--- src/rtl/pulp_boot_sequencer.sv ---
`default_nettype none
// +----------------------------------------------------------------------------+
// | pulp_boot_sequencer: staged PULPino bring-up after MMCM lock, soft restart |
// | button, fetch park switch, status LEDs.                 Revision: 1.0      |
// +----------------------------------------------------------------------------+
module pulp_boot_sequencer #(
   parameter int SETTLE_CYCLES    = 1024,
   parameter int FETCH_DELAY      = 256,
   parameter int RESTART_CYCLES   = 64,
   parameter int DEBOUNCE_CYCLES  = 500000,
   parameter int HEARTBEAT_CYCLES = 25000000,
   parameter int CNT_W            = 32
) (
   input  logic       pulp_clk,
   input  logic       pulp_rstn,
   input  logic       mmcm_locked_i,
   input  logic       restart_btn_i,
   input  logic       hold_fetch_i,
   output logic       core_rstn_o,
   output logic       fetch_enable_o,
   output logic [2:0] state_o,
   output logic [3:0] led_o
);

   typedef enum logic [2:0] {
      ST_LOCK    = 3'd0,
      ST_SETTLE  = 3'd1,
      ST_RELEASE = 3'd2,
      ST_RUN     = 3'd3,
      ST_HOLD    = 3'd4,
      ST_RESTART = 3'd5
   } state_t;

   localparam logic [CNT_W-1:0] C_SETTLE_LAST  = CNT_W'(SETTLE_CYCLES - 1);
   localparam logic [CNT_W-1:0] C_FETCH_LAST   = CNT_W'(FETCH_DELAY - 1);
   localparam logic [CNT_W-1:0] C_RESTART_LAST = CNT_W'(RESTART_CYCLES - 1);
   localparam logic [CNT_W-1:0] C_DB_LAST      = CNT_W'(DEBOUNCE_CYCLES - 1);
   localparam logic [CNT_W-1:0] C_HB_LAST      = CNT_W'(HEARTBEAT_CYCLES - 1);
   localparam logic [CNT_W-1:0] C_ONE          = CNT_W'(1);

   logic             r_lock_meta, r_lock_s;
   logic             r_btn_meta, r_btn_s;
   logic             r_hold_meta, r_hold_s;
   logic [CNT_W-1:0] r_db_cnt;
   logic             r_btn_db, r_btn_db_d;
   logic [CNT_W-1:0] r_hb_cnt;
   logic             r_hb;
   state_t           r_state;
   state_t           w_next;
   logic [CNT_W-1:0] r_cnt;
   logic             w_restart_p;
   logic             w_core_active;
   logic             w_led0;

   always_ff @(posedge pulp_clk or negedge pulp_rstn) begin
      if (!pulp_rstn) begin
         r_lock_meta <= 1'b0;
         r_lock_s    <= 1'b0;
         r_btn_meta  <= 1'b0;
         r_btn_s     <= 1'b0;
         r_hold_meta <= 1'b0;
         r_hold_s    <= 1'b0;
      end else begin
         r_lock_meta <= mmcm_locked_i;
         r_lock_s    <= r_lock_meta;
         r_btn_meta  <= restart_btn_i;
         r_btn_s     <= r_btn_meta;
         r_hold_meta <= hold_fetch_i;
         r_hold_s    <= r_hold_meta;
      end
   end

   // A new button level is accepted only after it has differed for DEBOUNCE_CYCLES in a row.
   always_ff @(posedge pulp_clk or negedge pulp_rstn) begin
      if (!pulp_rstn) begin
         r_db_cnt   <= '0;
         r_btn_db   <= 1'b0;
         r_btn_db_d <= 1'b0;
      end else begin
         r_btn_db_d <= r_btn_db;
         if (r_btn_s == r_btn_db) begin
            r_db_cnt <= '0;
         end else if (r_db_cnt == C_DB_LAST) begin
            r_db_cnt <= '0;
            r_btn_db <= r_btn_s;
         end else begin
            r_db_cnt <= r_db_cnt + C_ONE;
         end
      end
   end

   assign w_restart_p = r_btn_db & ~r_btn_db_d;

   always_ff @(posedge pulp_clk or negedge pulp_rstn) begin
      if (!pulp_rstn) begin
         r_hb_cnt <= '0;
         r_hb     <= 1'b0;
      end else if (r_hb_cnt == C_HB_LAST) begin
         r_hb_cnt <= '0;
         r_hb     <= ~r_hb;
      end else begin
         r_hb_cnt <= r_hb_cnt + C_ONE;
      end
   end

   always_comb begin
      w_next = r_state;
      if (r_state != ST_LOCK && !r_lock_s) begin
         w_next = ST_LOCK;
      end else if (w_restart_p &&
                   (r_state == ST_RELEASE || r_state == ST_RUN || r_state == ST_HOLD)) begin
         w_next = ST_RESTART;
      end else begin
         case (r_state)
            ST_LOCK:    if (r_lock_s) w_next = ST_SETTLE;
            ST_SETTLE:  if (r_cnt == C_SETTLE_LAST) w_next = ST_RELEASE;
            ST_RELEASE: if (r_cnt == C_FETCH_LAST) w_next = r_hold_s ? ST_HOLD : ST_RUN;
            ST_RUN:     if (r_hold_s) w_next = ST_HOLD;
            ST_HOLD:    if (!r_hold_s) w_next = ST_RUN;
            ST_RESTART: if (r_cnt == C_RESTART_LAST) w_next = ST_SETTLE;
            default:    w_next = ST_LOCK;
         endcase
      end
   end

   assign w_core_active = (w_next == ST_RELEASE) || (w_next == ST_RUN) || (w_next == ST_HOLD);

   // Outputs decode next state so they switch on the same edge as the state register.
   always_ff @(posedge pulp_clk or negedge pulp_rstn) begin
      if (!pulp_rstn) begin
         r_state        <= ST_LOCK;
         r_cnt          <= '0;
         core_rstn_o    <= 1'b0;
         fetch_enable_o <= 1'b0;
      end else begin
         r_state        <= w_next;
         core_rstn_o    <= w_core_active;
         fetch_enable_o <= (w_next == ST_RUN);
         if (w_next != r_state) begin
            r_cnt <= '0;
         end else if (r_state == ST_SETTLE || r_state == ST_RELEASE || r_state == ST_RESTART) begin
            r_cnt <= r_cnt + C_ONE;
         end
      end
   end

   assign w_led0  = (r_state == ST_RUN) ? r_hb : (r_state == ST_HOLD);
   assign state_o = r_state;
   assign led_o   = {r_hold_s, fetch_enable_o, r_lock_s, w_led0};

endmodule
`default_nettype wire

--- config.mk ---
export PLATFORM = sky130hd
export DESIGN_NAME = pulp_boot_sequencer
export DESIGN_NICKNAME = d
export VERILOG_FILES = /design/src/rtl/pulp_boot_sequencer.sv
export SDC_FILE = /design/constraint.sdc
export NUM_CORES = 1
export LEC_CHECK = 0
export ABC_AREA = 1
export CELL_PAD_IN_SITES_DETAIL_PLACEMENT = 0
export CELL_PAD_IN_SITES_GLOBAL_PLACEMENT = 1
export CORE_AREA = 10 10 147 149
export DETAILED_ROUTE_END_ITERATION = 12
export DIE_AREA = 0 0 157 159
export PLACE_DENSITY = 0.6
export SKIP_CTS_REPAIR_TIMING = 1
export SLEW_MARGIN = 20
export SYNTH_ARGS = -nofsm -noshare
export SYNTH_HDL_FRONTEND = slang
export SYNTH_SLANG_ARGS = --single-unit
--- constraint.sdc ---
create_clock -name pulp_clk -period 2.2 [get_ports pulp_clk]
set_input_delay 0.33 -clock pulp_clk [delete_from_list [all_inputs] [get_ports pulp_clk]]
set_output_delay 0.33 -clock pulp_clk [all_outputs]
set_load 0.01 [all_outputs]
==> flow_summary.toml <==
[run_status]
status = "complete, no violations"

[sta]
hold_viol_final = 0
fin_crit_ps = 2060
fin_tns_setup_ps = 0
clock_skew_ps = 6.71
setup_slack_ps = 143
fmax_mhz = 486
finalSetupViolCount = 0
rsz0062_at_grt = "true"
period_share_pct = 93.5
relSlewSlack_pct = 66.4
drv_slew = 0
tightestPinTransition_ps = 499

[logic_synthesis]
syn_avg_cell_area_sq_um = 7.95
syn-num-nets = 813
synth_commonest_cells = "nand2_1 (144), nor2_1 (123), inv_1 (112)"
synth_area_sq_um = 6400
synth_area_leaders = "dfrtp_1 (43%), nand2_1 (8.4%), nor2_1 (7.2%)"
synth_top_area_cell = "dfrtp_1"
yosysWarnings = 0
syn-instance-count = 805
synthFlopType = "dfrtp_1"
synth.distinct_cells = 47
async_flop_share_pct = 100
synth.most_common_cell = "nand2_1"
synth_edf_count = 0
ys_seq_elements = 110
yosysTopAreaCellShare_pct = 43.0
ys_seq_area_share_pct = 43.0

[finish]
syn_to_final_growth_pct = 17.5
n_fill_cell = 1896
drive_gt1_share_pct = 17.9
layout.nets = 870
antenna_cells = 0
final_util_pct = 40.5

[floorplanning]
die_h_um = 159
die_w_um = 157
fp.coreArea_sq_um = 18600
floorplan.die_area_sq_um = 25000
rows = 50
io_pins = 14
start_util_pct = 34.5

[pwr]
total_leakage_power_nw = 3.37
peakVddDrop_v = 0.000378
power_density_nw_per_um2 = 638

[placed_design]
gp_congestion = 0.878
pre_cts_ws_ps = 14.2
hpwlAfterDp_mm = 11.6
numPortBuffers = 13

[clocking]
clockBufferDepth = 2
cts.sink_count = 110
clk_pin_slew_ps = 70
numCtsBuffers = 9
worst_skew_pair.late_latency_ps = 350
htreeDepth = 3
cts_tree = "yes"
root_buffer = "clkbuf_16"

[critical_path]
crit_path_max_fanout = 10
r2r_slack_ps = 140
cp_data_arrival_time_ps = 2340
timing.rr.start = "r_cnt[0]"
cp-end-kind = "register"
required_ps = 2490
reg2reg_depth = 14
start_kind = "register"
criticalPathCategory = "reg -> reg"
r2r-end = "r_cnt[27]"

[run]
maxCapViolations = 0

[min_path]
hp-class = "reg -> reg"
min_from = "r_lock_meta"
min_path_cells = 0
whs_endpoint = "r_lock_s"

[global_routing]
grt_overflow = 0
grt_max_degree = 53
antenna_found_initial = 0
grt_util_all_layers_pct = 12.7
grt_pass1_wl_mm = 26.2
grt_pass1_vias = 5300

[route]
wl_per_cell_um = 14.0
drc = 0
first_pass_iters = 5
vias = 5232
drt_iter0_drc = 264
wirelength_mm = 15.4
final_antenna_net_count = 0
avgViaCountPerCell = 4.75
[cell families after synthesis]
group                    Yosys count  synth area share [%]
AND/OR/NAND/NOR                  463                  35.8
buffers and inverters            131                  8.64
flip-flops                       110                  43.0
XOR/XNOR                          65                  8.89
AO/OA/AOI/OAI                     32                  2.93
adder cells (fa/ha/maj)            3                 0.586
multiplexers                       1                 0.156
[sequential cells by signal, summed over array words and instances, names as in the netlist]
register / count
core_rstn_o: 1
fetch_enable_o: 1
r_btn_db: 1
r_btn_db_d: 1
r_btn_meta: 1
r_btn_s: 1
r_cnt: 32
r_db_cnt: 32
r_hb: 1
r_hb_cnt: 32
r_hold_meta: 1
r_hold_s: 1
r_lock_meta: 1
r_lock_s: 1
state_o: 3
[power breakdown]
group / internal, mW / switching, mW
clock: 0.889 / 0.791
sequential: 2.06 / 0.0264
combinational: 0.403 / 0.632
[metal layers]
metal | global-route usage [%] | routed length (um)
met1 | 16.9 | 7440
met2 | 20.0 | 7240
met3 | 2.73 | 496
met4 | 3.78 | 251
met5 | 0 | 0
[layout make-up]
type | count | area [sq um] | share of cell area (%)
inverters | 120 | 455 | 6.05
clock inverters | 7 | 72.6 | 0.965
repair buffers | 57 | 538 | 7.15
multi-input cells | 564 | 3190 | 42.3
flip-flops and latches | 110 | 2750 | 36.6
clock buffers | 9 | 225 | 2.99
well taps | 234 | 293 | 3.89
[cells in the final DEF (no fill, tap or decap), types with 2 or more instances in the layout]
cell type	Yosys	routed
nor2_4	11	13
nand4_1	29	29
nand3_2	4	8
o21a_1	4	4
o21ai_0	7	7
clkdlybuf4s50_1	0	11
buf_12	0	4
nor3_1	45	44
ha_1	3	2
xnor2_1	13	13
nand3_1	37	33
nor3_2	4	4
nor3_4	1	2
xor2_1	52	52
nor2_1	123	117
nand3b_1	2	2
nor4_4	2	3
inv_4	1	2
buf_4	4	38
nor4_1	14	14
clkinvlp_4	0	2
clkinv_2	1	2
nand2_1	144	137
nand2_2	7	14
and3_1	2	2
clkbuf_16	0	10
a21oi_1	13	13
inv_2	5	7
nor3b_1	3	3
nor2_2	29	33
inv_1	112	110
dfrtp_1	110	109
inv_6	0	2
[worst max-delay path: stages (launching register included)]
cell	delay, ps
dfrtp_1	390
ha_2	200
nand3_2	90
inv_2	100
nand2_2	70
inv_4	80
nand4_1	110
a21oi_2	160
nand3_2	110
nand2_2	90
nand2_1	60
nand2_2	70
nand3_4	140
buf_12	200
nor2_1	90
[worst max-delay path by stage]
stage / start / endpoint / slack [ps] / cells after the start
floorplan: r_cnt[0] / r_cnt[15] / 370 / 15
global placement: r_db_cnt[0] / r_db_cnt[28] / 30 / 11
detailed placement: r_db_cnt[0] / r_db_cnt[28] / 10 / 11
CTS: state_o[2] / led_o[0] / -20 / 5
global route: r_cnt[23] / r_cnt[27] / -30 / 14
finish: r_cnt[0] / r_cnt[27] / 140 / 14
[per-stage QoR]
stage	instance area [sq um]	power [mW]	hold WS (ps)	instances
after floorplan	6400	2.79	34.4	805
final	7520	4.80	350	1101
after detailed placement	6980	3.06	336	1069
after global routing	7520	5.04	357	1101
after CTS	7280	4.78	-43.1	1085
after global placement	6980	3.05	332	1069
(Power assumes the default switching activity.)
